**config.mk**
```make
export PLATFORM = sky130hd
export DESIGN_NAME = maze_arbiter
export DESIGN_NICKNAME = d
export VERILOG_FILES = /design/src/rtl/maze_pkg.sv /design/src/rtl/rr_pick.sv /design/src/rtl/maze_arbiter.sv
export SDC_FILE = /design/constraint.sdc
export NUM_CORES = 1
export LEC_CHECK = 0
export ABC_AREA = 0
export CAP_MARGIN = 20
export CORE_ASPECT_RATIO = 1.1
export CORE_MARGIN = 5
export CORE_UTILIZATION = 35
export CTS_CLUSTER_DIAMETER = 100
export DETAILED_ROUTE_END_ITERATION = 12
export SLEW_MARGIN = 0
export SYNTH_ARGS = -nofsm -noshare
export SYNTH_HDL_FRONTEND = slang
export SYNTH_SLANG_ARGS = --single-unit
```
**constraint.sdc**
```tcl
create_clock -name Clk -period 7.5 [get_ports Clk]
set_input_delay 1.5 -clock Clk [delete_from_list [all_inputs] [get_ports Clk]]
set_output_delay 1.5 -clock Clk [all_outputs]
set_load 0.05 [all_outputs]
```
**src/rtl/maze_pkg.sv**
```systemverilog
// Shared maze geometry and wall-query arbiter state encoding.
package maze_pkg;
  localparam int unsigned MAZE_COLS = 50;
  localparam int unsigned MAZE_ROWS = 56;
  localparam int unsigned ADDR_W    = 12;

  typedef enum logic [1:0] {IDLE, READ, RESP} arb_state_t;
endpackage

```
**src/rtl/rr_pick.sv**
```systemverilog
// Round-robin winner search: first set request at or after i_start, wrapping modulo NUM_REQ.
module rr_pick
  import maze_pkg::*;
#(
  parameter int unsigned NUM_REQ = 5,
  parameter int unsigned IDX_W   = $clog2(NUM_REQ)
) (
  input  logic [NUM_REQ-1:0] i_req,
  input  logic [IDX_W-1:0]   i_start,
  output logic [IDX_W-1:0]   o_idx,
  output logic               o_found
);

  logic [IDX_W:0] w_pos;

  always_comb begin
    o_idx   = '0;
    o_found = 1'b0;
    w_pos   = '0;
    // Scan farthest-first so the nearest requester after i_start is the last to overwrite.
    for (int k = NUM_REQ - 1; k >= 0; k--) begin
      w_pos = {1'b0, i_start} + (IDX_W + 1)'(k);
      if (w_pos >= (IDX_W + 1)'(NUM_REQ)) begin
        w_pos = w_pos - (IDX_W + 1)'(NUM_REQ);
      end
      if (i_req[w_pos[IDX_W-1:0]]) begin
        o_idx   = w_pos[IDX_W-1:0];
        o_found = 1'b1;
      end
    end
  end

endmodule

```
**src/rtl/maze_arbiter.sv**
```systemverilog
// Arbitrates wall queries from Pac-Man and ghosts onto one maze wall ROM.
// Define PACMAN_PRIORITY_EN to give requester 0 absolute priority over the ghosts.
module maze_arbiter
  import maze_pkg::*;
#(
  parameter int unsigned NUM_REQ    = 5,
  parameter int unsigned TILE_SHIFT = 3
) (
  input  logic                    Clk,
  input  logic                    Reset,
  input  logic [NUM_REQ-1:0]      req,
  input  logic [NUM_REQ*10-1:0]   req_x,
  input  logic [NUM_REQ*10-1:0]   req_y,
  output logic                    mem_rd,
  output logic [ADDR_W-1:0]       mem_addr,
  input  logic                    mem_rdata,
  output logic [NUM_REQ-1:0]      rsp_valid,
  output logic                    rsp_wall,
  output logic                    busy
);

  localparam int unsigned IDX_W = $clog2(NUM_REQ);

  arb_state_t         r_state, w_state_nxt;
  logic [IDX_W-1:0]   r_ptr, r_win;
  logic               r_oob;
  logic [IDX_W-1:0]   w_pick, w_win, w_ptr_nxt;
  logic               w_found, w_grant, w_adv, w_oob;
  logic [NUM_REQ-1:0] w_rr_req;
  logic [9:0]         w_x, w_y, w_col, w_row;
  logic [ADDR_W-1:0]  w_addr;

`ifdef PACMAN_PRIORITY_EN
  // Pac-Man bypasses the rotation; the pointer only tracks the ghosts.
  assign w_rr_req = req & ~NUM_REQ'(1);
  assign w_win    = req[0] ? '0 : w_pick;
  assign w_grant  = req[0] | w_found;
  assign w_adv    = ~req[0];
`else
  assign w_rr_req = req;
  assign w_win    = w_pick;
  assign w_grant  = w_found;
  assign w_adv    = 1'b1;
`endif

  rr_pick #(
    .NUM_REQ (NUM_REQ),
    .IDX_W   (IDX_W)
  ) u_rr_pick (
    .i_req   (w_rr_req),
    .i_start (r_ptr),
    .o_idx   (w_pick),
    .o_found (w_found)
  );

  assign w_x       = req_x[int'(w_win)*10 +: 10];
  assign w_y       = req_y[int'(w_win)*10 +: 10];
  assign w_col     = w_x >> TILE_SHIFT;
  assign w_row     = w_y >> TILE_SHIFT;
  assign w_oob     = (32'(w_col) >= MAZE_COLS) || (32'(w_row) >= MAZE_ROWS);
  assign w_addr    = ADDR_W'(32'(w_row) * MAZE_COLS + 32'(w_col));
  assign w_ptr_nxt = (w_win == IDX_W'(NUM_REQ - 1)) ? '0 : w_win + 1'b1;

  always_comb begin
    w_state_nxt = r_state;
    unique case (r_state)
      IDLE:    if (w_grant) w_state_nxt = READ;
      READ:    w_state_nxt = RESP;
      RESP:    w_state_nxt = IDLE;
      default: w_state_nxt = IDLE;
    endcase
  end

  always_ff @(posedge Clk or posedge Reset) begin
    if (Reset) begin
      r_state <= IDLE;
    end else begin
      r_state <= w_state_nxt;
    end
  end

  always_ff @(posedge Clk or posedge Reset) begin
    if (Reset) begin
      r_ptr     <= '0;
      r_win     <= '0;
      r_oob     <= 1'b0;
      mem_rd    <= 1'b0;
      mem_addr  <= '0;
      rsp_valid <= '0;
      rsp_wall  <= 1'b0;
      busy      <= 1'b0;
    end else begin
      mem_rd    <= 1'b0;
      rsp_valid <= '0;
      busy      <= (w_state_nxt != IDLE);
      if (r_state == IDLE && w_grant) begin
        r_win    <= w_win;
        r_oob    <= w_oob;
        mem_addr <= w_addr;
        mem_rd   <= ~w_oob;
        if (w_adv) r_ptr <= w_ptr_nxt;
      end
      if (r_state == RESP) begin
        rsp_wall  <= r_oob | mem_rdata;
        rsp_valid <= NUM_REQ'(1) << r_win;
      end
    end
  end

endmodule

```
== After elaboration in Yosys (flattened, before gate mapping) ==
Index checks and enable logic that the tools add are counted.

* $add $sub $neg: 11
* $mul: 2
* $lt $le $gt $ge: 12
* Equality and inequality tests: 3
* Shift operators: 3
* Muxes and demuxes: 30
* Bitwise operators: 2
* Reduce and logical (&&, ||, !) cells: 4

{| class="wikitable"
|+ Operators with widths
! cell !! count
|-
| 50-bit by 32-bit variable part select with 10-bit output || 1
|-
| 50-bit by 8-bit variable part select with 10-bit output || 1
|-
| 3-bit 2-to-1 mux || 11
|-
| 3-bit by 4-bit < comparator with 1-bit output, second input constant || 5
|-
| 4-bit by 3-bit >= comparator with 1-bit output, second input constant || 4
|-
| 1-bit binary-select mux with 3-bit select || 5
|-
| 3-bit subtractor, second input constant || 5
|-
| 7-bit by 6-bit >= comparator with 1-bit output, second input constant || 2
|-
| 12-bit by 7-bit adder with 12-bit output || 1
|-
| 7-bit by 5-bit multiplier with 11-bit output, second input constant || 1
|-
| 1-bit 2-to-1 mux || 11
|-
| 3-bit by 2-bit adder with 4-bit output, second input constant || 2
|-
| 3-bit by 3-bit multiplier with 6-bit output, second input constant || 1
|-
| 5-bit 2-to-1 mux || 1
|-
| 1-bit by 3-bit left shift with 5-bit output, first input constant || 1
|-
| 3-bit by 1-bit adder with 4-bit output, second input constant || 1
|-
| 3-bit by 3-bit adder with 4-bit output, second input constant || 1
|-
| 2-bit one-hot mux with 2 select lines || 1
|-
| 3-bit by 1-bit adder with 3-bit output, second input constant || 1
|-
| 3-bit == test, second input constant || 1
|-
| 3-bit >= comparator, second input constant || 1
|-
| 2-bit by 1-bit == test with 1-bit output, second input constant || 1
|-
| 2-bit == test, second input constant || 1
|-
| 2-bit zero test || 1
|-
| other kinds (6) || 6
|}

* Flip-flop bits (word level): 29
* Output and inout port bits: 20
* Word-level logic and storage cells: 76

== Longest topological paths before layout ==
Gate-level depths: netlist of run 1.

* Word-level depth: 16
* Mapped depth: 32
* Depth with buffers taken out: 28

== By module ==
From an unflattened synthesis of run 1, not the netlist that was laid out.

* Cell total of the unflattened synthesis: 409
* Area, all modules: 3,653.5 um^2

{| class="wikitable"
|+ By module, submodules not included
! module !! times used !! cells an instance !! area an instance (um^2) !! seq. area each (um^2)
|-
| maze_arbiter || 1 || 257 || 2,534.9 || 725.7
|-
| rr_pick || 1 || 152 || 1,118.6 || 0.0
|}

== Worst setup path after synthesis of run 1 ==
No wires, ideal clock.

* Path type: input -> register
* From: input req[0]
* To: register mem_addr[11]
* Arrival: 6,757 ps
* Required time: 7,390 ps
* Setup slack: 633 ps
* Stages: 24
* Path buffers: 3
* Cells stage by stage: mux4_2 -> a32o_2 -> o41ai_2 -> a311oi_1 -> a21oi_2 -> buf_6 -> buf_2 -> buf_2 -> mux2i_1 -> a21oi_1 -> mux2_2 -> ha_1 -> ha_1 -> inv_1 -> fa_1 -> inv_1 -> ha_1 -> a21oi_1 -> xnor2_1 -> nor2b_1 -> and2_1 -> and2_1 -> a22oi_1 -> o41ai_1

* Longest elaborated chain between the ends: 11
* Elaborated cells between the ends (all ways): 26
* Those cells by class: 1 x add/sub; 2 x mul; 2 x shift; 20 x mux; 1 x reduce/logical

{| class="wikitable"
|+ RTL lines
! item !! RTL line !! RTL
|-
| from (decl) || maze_arbiter.sv:11 || <nowiki>input logic [NUM_REQ-1:0] req,</nowiki>
|-
| 1-bit binary-select mux with 3-bit select || rr_pick.sv:26 || <nowiki>if (i_req[w_pos[IDX_W-1:0]]) begin</nowiki>
|-
| 1-bit 2-to-1 mux (implied by the code) || rr_pick.sv:26 ||
|-
| 3-bit 2-to-1 mux (4 in series) || rr_pick.sv:26 ||
|-
| 3-bit 2-to-1 mux * || rr_pick.sv:26 ||
|-
| net u_rr_pick.o_idx[1] || rr_pick.sv:10 || <nowiki>output logic [IDX_W-1:0] o_idx,</nowiki>
|-
| 3-bit by 3-bit multiplier with 6-bit output * || maze_arbiter.sv:56, maze_arbiter.sv:57 ||
|-
| 50-bit by 8-bit variable part select with 10-bit output || maze_arbiter.sv:57 || <nowiki>assign w_y = req_y[int'(w_win)*10 +: 10];</nowiki>
|-
| 7-bit by 5-bit multiplier with 11-bit output || maze_arbiter.sv:61 || <nowiki>assign w_addr = ADDR_W'(32'(w_row) * MAZE_COLS + 32'(w_col));</nowiki>
|-
| 12-bit by 7-bit adder with 12-bit output * || maze_arbiter.sv:61 ||
|-
| to (signal assigned) || maze_arbiter.sv:99 || <nowiki>mem_addr <= w_addr;</nowiki>
|-
| to (decl) || maze_arbiter.sv:15 || <nowiki>output logic [ADDR_W-1:0] mem_addr,</nowiki>
|}

Mark *: on every way through the listed nets, which the timed path passes. The rest lies on a longest branch. The select of a mux whose other input is x is not followed.
A chain may end at the register's enable or synchronous reset.

== Worst setup path in the final report of run 1 ==
* From: input req[0]
* To: register mem_addr[11]

* Longest elaborated chain between the ends: 11
* Elaborated cells between the ends (all ways): 26
* Those cells by class: 1 x add/sub; 2 x mul; 2 x shift; 20 x mux; 1 x reduce/logical

{| class="wikitable"
|+ RTL lines
! item !! RTL line
|-
| 1-bit binary-select mux with 3-bit select || rr_pick.sv:26
|-
| 1-bit 2-to-1 mux (implied by the code) || rr_pick.sv:26
|-
| 3-bit 2-to-1 mux (5 in series) || rr_pick.sv:26
|-
| 3-bit by 3-bit multiplier with 6-bit output || maze_arbiter.sv:56, maze_arbiter.sv:57
|-
| 50-bit by 8-bit variable part select with 10-bit output || maze_arbiter.sv:57
|-
| 7-bit by 5-bit multiplier with 11-bit output || maze_arbiter.sv:61
|-
| 12-bit by 7-bit adder with 12-bit output || maze_arbiter.sv:61
|}

Several ways; a longest one is shown, not always the timed one. The select of a mux whose other input is x is not followed.

==> impl_metrics.csv, run 1 <==
group,metric,value,unit
run_status,outcome,"finished, final reports clean",
sta,finClkSkew,0.002582,ns
yosys,yosys.cell_types.count,79,
sta,max_freq,140.5,MHz
yosys,synth_flop_cell,"dfrtp_1",
clock_tree,h-tree-depth,2,
critical_path,path_class,"primary input to flop",
global_route,grt_overflow,0,
cells_and_area,syn2layout_area_growth,40.26,%
floorplanning,core,10960,um^2
clock_tree,cts.sink_count,29,
critical_path,crit_family,"compound AO/OA/AOI/OAI gates",
critical_path,crit_fanout,6,
clock_tree,ctsHoldBuffers,0,
route,viasPerCell,5.194,
yosys,synth_area_leaders,"dfrtp_1, ha_1, mux2_2",
floorplanning,dieWidth,111.0,um
critical_path,max_stage_delay,0.60,ns
critical_path,cp.arrival,7.27,ns
route,drc_errors,0,
yosys,ys_ff_latch,29,
sta,final-setup-viol-count,0,
route,initialDrtViolationCount,185,
min_path,min-delay-start,"r_state[1]$_DFF_PP0_",
clock_tree,clk_path_buf_depth,2,
cells_and_area,diodes,0,
placed_design,io_buffers,97,
global_route,grt_pass1_wl,18.36,mm
yosys,synth_warnings,0,
yosys,synth.top_cell.area_share,18.49,%
critical_path,cp.buffers_inverters,4,
sta,maxSlewViolCount,0,
placed_design,gp_congestion,0.8516,
route,postRouteAntennaNets,0,
sta,setup_ws,0.3825,ns
route,met1_length,4.609,mm
sta,slew_headroom,60.67,%
yosys,synthCells,450,
critical_path,end_kind,"flop",
floorplanning,rows,40,
yosys,ys_async_sr_fraction,100.0,%
global_route,track_usage,16.39,%
route,vias,3729,
run,drv_cap,0,
critical_path,timing.critical_path.from_type,"primary input",
clock_tree,cts_resized,0,
global_route,grt_pass1_vias,3816,
clock_tree,cts_buffers,5,
sta,hold_viol,0,
sta,worst_pin_slew,0.5894,ns
route,met2_length,5.672,mm
route,finalWirelength,11.10,mm
critical_path,slowest_stage,"mux4_2",
min_path,hp-class,"flop to flop",
critical_path,startpoint,"req[0]",
sta,grt_setup_unrepaired,"false",
cells_and_area,layout-drive-gt1-share,18.91,%
clock_tree,clk_latency,0.27,ns
sta,min_period,7.117,ns
clock_tree,cts_root_buf,"clkbuf_16",
yosys,syn_nets,603,
clock_tree,postCtsSetupBuffers,0,
yosys,synth_area,3925,um^2
route,firstDrtPassIters,4,
floorplanning,start_util,35.81,%
yosys,seq_area_frac_synth,18.49,%
clock_tree,clk_pin_slew,0.05,ns
placed_design,dp_slack,0.01007,ns
sta,tns,0,ns
critical_path,path_cells,"clkdlybuf4s50_1, mux4_2, a32o_2, o41ai_4, a311oi_2, a21oi_4, mux4_2, a21oi_4, inv_1, ha_1, ha_1, inv_1, fa_1, inv_1, ha_1, a21oi_1, xnor2_1, nor2b_1, and2_1, and2_1, nand2_1, a22oi_1, o41ai_2",
route,route.met3.wl,655,um
yosys,yosysTopAreaCell,"dfrtp_1",
placed_design,dp_hpwl,9.099,mm
clock_tree,cts_tree,"done",
floorplanning,die_height,121.1,um
yosys,yosysMostFrequentCell,"nand2_1",
route,wl_per_cell,15.45,um
global_route,grt_max_degree,37,
floorplanning,dieArea,13430,um^2
yosys,syn_avg_cell_area,8.722,um^2
cells_and_area,fin_nets,723,
critical_path,cp_data_required_time,7.65,ns
floorplanning,ios,128,
global_route,antenna_found_initial,0,
yosys,synth_edf_count,0,
route,highest_layer,"met4",
yosys,yosys-top-cells-count,"nand2_1, ha_1, nor2_1, inv_1, dfrtp_1",
critical_path,rr_startpoint,"r_ptr[1]$_DFFE_PP0P_",
sta,min_period_over_period,94.90,%
==> layer usage <==
metal | track usage (%) | up-vias
met1 | 19.53 | 1736
met5 | 0 | -
met3 | 3.541 | 16
li1 | - | 1876
met4 | 3.618 | 0
met2 | 30.16 | 101
==> flip-flops by register name (all words and copies together) (netlist names) <==
register / count
busy: 1
mem_addr: 12
mem_rd: 1
r_oob: 1
r_ptr: 3
r_state: 2
r_win: 3
rsp_valid: 5
rsp_wall: 1
==> final cells by class <==
cell class                 instances  area [um^2]
inverter                          37        138.9
clock buffer                       5        125.1
fill                            1037         5455
multi-input combinational        363         2988
tap                              147        183.9
sequential                        29        725.7
timing repair buffer             134         1326
clock inverter                     3        17.52
==> final timing paths <==
path | endpoint | slack (ns) | cells past startpoint
min in group asynchronous | mem_addr[11]$_DFFE_PP0P_ | 1.50 | 2
min | busy$_DFF_PP0_ | 0.47 | 1
max in group asynchronous | busy$_DFF_PP0_ | 5.56 | 3
max reg2reg | mem_addr[11]$_DFFE_PP0P_ | 0.68 | 26
min reg2reg | busy$_DFF_PP0_ | 0.47 | 1
max | mem_addr[11]$_DFFE_PP0P_ | 0.38 | 23
==> layout by cell type, fill, tap and decap left out, types with 23 or more instances in the layout <==
master / instances
mux2i_1: 23
buf_4: 32
clkdlybuf4s50_1: 97
inv_1: 32
mux2_2: 24
dfrtp_1: 29
nand2_1: 44
ha_1: 41
nor2_1: 35
a21oi_1: 26
==> worst reg2reg max path, delay by kind of cell, from the launching register on <==
family / cells / cell delay [ns]
fa+ha+maj: 6 / 2.17
simple gates: 7 / 1.55
compound gates: 7 / 1.53
flops: 1 / 0.60
mux: 1 / 0.39
buf+inv: 4 / 0.27
xor+xnor: 1 / 0.17
==> through the flow <==
stage	hold slack, ns	std cells	utilization (%)	cell area (um^2)
floorplan	0.4365	450	-	3925
global placement	0.4551	708	48.03	5264
detailed placement	0.4614	708	48.03	5264
CTS	0.4695	716	49.33	5406
global route	0.5026	718	50.23	5505
finish	0.4674	718	50.23	5505
==> cells by family after synthesis <==
group           synth area share, %
simple gates                  16.10
compound gates                22.06
buf+inv                       6.694
mux                           16.77
fa+ha+maj                     15.72
flops                         18.49
xor+xnor                      4.176
Power of run 1 is left out: the tool's default activity adds up to more than one toggle a clock period on the data nets, which glitch-free logic cannot reach.
==> inputs of run 2 (changes only) <==
CELL_PAD_IN_SITES_DETAIL_PLACEMENT = 2   (was default)
CELL_PAD_IN_SITES_GLOBAL_PLACEMENT = 2   (was default)
CORE_UTILIZATION = 27   (was 35)
PLACE_DENSITY_LB_ADDON = 0.1   (was default)
==> impl_metrics.csv, run 2 (synthesized netlist as in run 1, its figures left out) <==
group,metric,value,unit
clock_tree,cts.sink_count,29,
run_status,outcome,"finished, final reports clean",
global_route,grt_max_degree,37,
route,wl_per_cell,17.84,um
route,finalWirelength,13.75,mm
cells_and_area,layout-drive-gt1-share,20.03,%
cells_and_area,fin_nets,731,
cells_and_area,top_register,"mem_addr",
route,firstDrtPassIters,4,
critical_path,crit_fanout,5,
run,drv_cap,0,
sta,hold_viol,0,
cells_and_area,multi_input_area,2982,um^2
critical_path,path_class,"primary input to flop",
sta,min_period_over_period,94.62,%
critical_path,end_kind,"flop",
global_route,grt_pass1_vias,4301,
sta,max_freq,140.9,MHz
clock_tree,clk_latency,0.27,ns
route,viasPerCell,5.038,
floorplanning,core,14330,um^2
floorplanning,dieArea,17050,um^2
clock_tree,clk_path_buf_depth,2,
clock_tree,ctsHoldBuffers,0,
floorplanning,rows,46,
sta,slew_headroom,60.47,%
floorplanning,die_height,136.5,um
cells_and_area,largest_reg_flops,12,
critical_path,rrSetupSlack,0.55,ns
route,postRouteAntennaNets,0,
cells_and_area,regArea,725.7,um^2
cells_and_area,layout_commonest_cell,"clkdlybuf4s50_1",
cells_and_area,fillers,1602,
global_route,track_usage,16.17,%
cells_and_area,reg_top3,"mem_addr x12, rsp_valid x5",
floorplanning,ios,128,
sta,maxSlewViolCount,0,
critical_path,cp_data_required_time,7.64,ns
route,initialDrtViolationCount,189,
route,vias,3884,
sta,hold_slack,0.4702,ns
floorplanning,start_util,27.39,%
placed_design,io_buffers,97,
route,drc_errors,0,
sta,final-setup-viol-count,0,
clock_tree,cts_buffers,5,
critical_path,timing.critical_path.from_type,"primary input",
global_route,antenna_found_initial,0,
clock_tree,clk_pin_slew,0.05,ns
cells_and_area,final_cell_mix,"clkdlybuf4s50_1, nand2_1, buf_4, ha_1, nor2_1",
clock_tree,cts_root_buf,"clkbuf_16",
critical_path,cp.arrival,7.23,ns
sta,worst_pin_slew,0.5923,ns
clock_tree,h-tree-depth,2,
clock_tree,cts_tree,"done",
placed_design,dp_hpwl,11.70,mm
floorplanning,dieWidth,125.0,um
global_route,grt_overflow,0,
min_path,hp-class,"flop to flop",
cells_and_area,diodes,0,
cells_and_area,syn2layout_area_growth,42.78,%
sta,min_period,7.096,ns
global_route,grt_pass1_wl,22.69,mm
sta,finClkSkew,0.003919,ns
placed_design,gp_congestion,0.7785,
[run 2: cell types whose count changed in the layout (fill, tap and decap cells not counted), sizes merged]
cell,previous run,this run
clkbuf,5,7
buf,37,45
clkinvlp,1,0
bufinv,0,1
clkinv,2,0
[run 2: stage by stage]
stage	cells	setup slack [ns]	util (%)	setup TNS, ns	instance area, um^2
floorplan	450	0.6331	-	0	3925
global placement	760	0.02638	37.31	0	5348
detailed placement	761	-0.1523	37.51	-0.2298	5375
CTS	769	0.1426	38.71	0	5548
global route	771	-0.01315	39.10	-0.01315	5604
finish	771	0.4039	39.10	0	5604
[run 2: critical path, stage by stage]
cell             delay [ns]
clkdlybuf4s50_1        0.48
mux4_2                 0.52
a32o_2                 0.34
o41ai_4                0.32
a311oi_1               0.13
a21oi_4                0.25
mux4_2                 0.60
a21oi_4                0.20
inv_1                  0.09
ha_1                   0.28
ha_1                   0.29
inv_1                  0.06
fa_1                   0.50
inv_1                  0.05
ha_1                   0.33
a21oi_2                0.19
xnor2_1                0.17
nor2b_2                0.20
and2_1                 0.15
and2_2                 0.18
nand2_1                0.07
a22oi_1                0.22
o41ai_1                0.10
[run 2: path summary, 6_finish.rpt]
path                                      start                        to  cells after the start
max in group asynchronous                 Reset      r_state[0]$_DFF_PP0_                      3
min in group asynchronous                 Reset    rsp_valid[2]$_DFF_PP0_                      2
min reg2reg                r_state[1]$_DFF_PP0_      r_state[1]$_DFF_PP0_                      1
max reg2reg                r_ptr[1]$_DFFE_PP0P_  mem_addr[11]$_DFFE_PP0P_                     25
min                        r_state[1]$_DFF_PP0_      r_state[1]$_DFF_PP0_                      1
max                                      req[2]  mem_addr[11]$_DFFE_PP0P_                     23
[run 2: timing repair]
action	4_1_cts	5_1_grt
endpoints found under the hold margin	0	0
gates resized for setup	0	8
setup endpoints to repair	0	3
setup buffers	0	2
[run 2: final cells by class]
class | count | share of cell area [%]
Multi-Input combinational cell | 363 | 53.20
Timing Repair Buffer | 142 | 24.00
Sequential cell | 29 | 12.95
Tap cell | 192 | 4.287
Clock buffer | 7 | 2.545
Inverter | 37 | 2.478
Clock inverter | 1 | 0.5358
[run 2: metal layers]
metal	GRT usage [%]	up-vias	routed length, um
li1	-	1891	-
met2	31.89	56	7701
met5	0	-	0
met3	2.554	8	432
met4	2.831	0	141
met1	18.49	1929	5478
Power of run 2 is left out for the same reason.
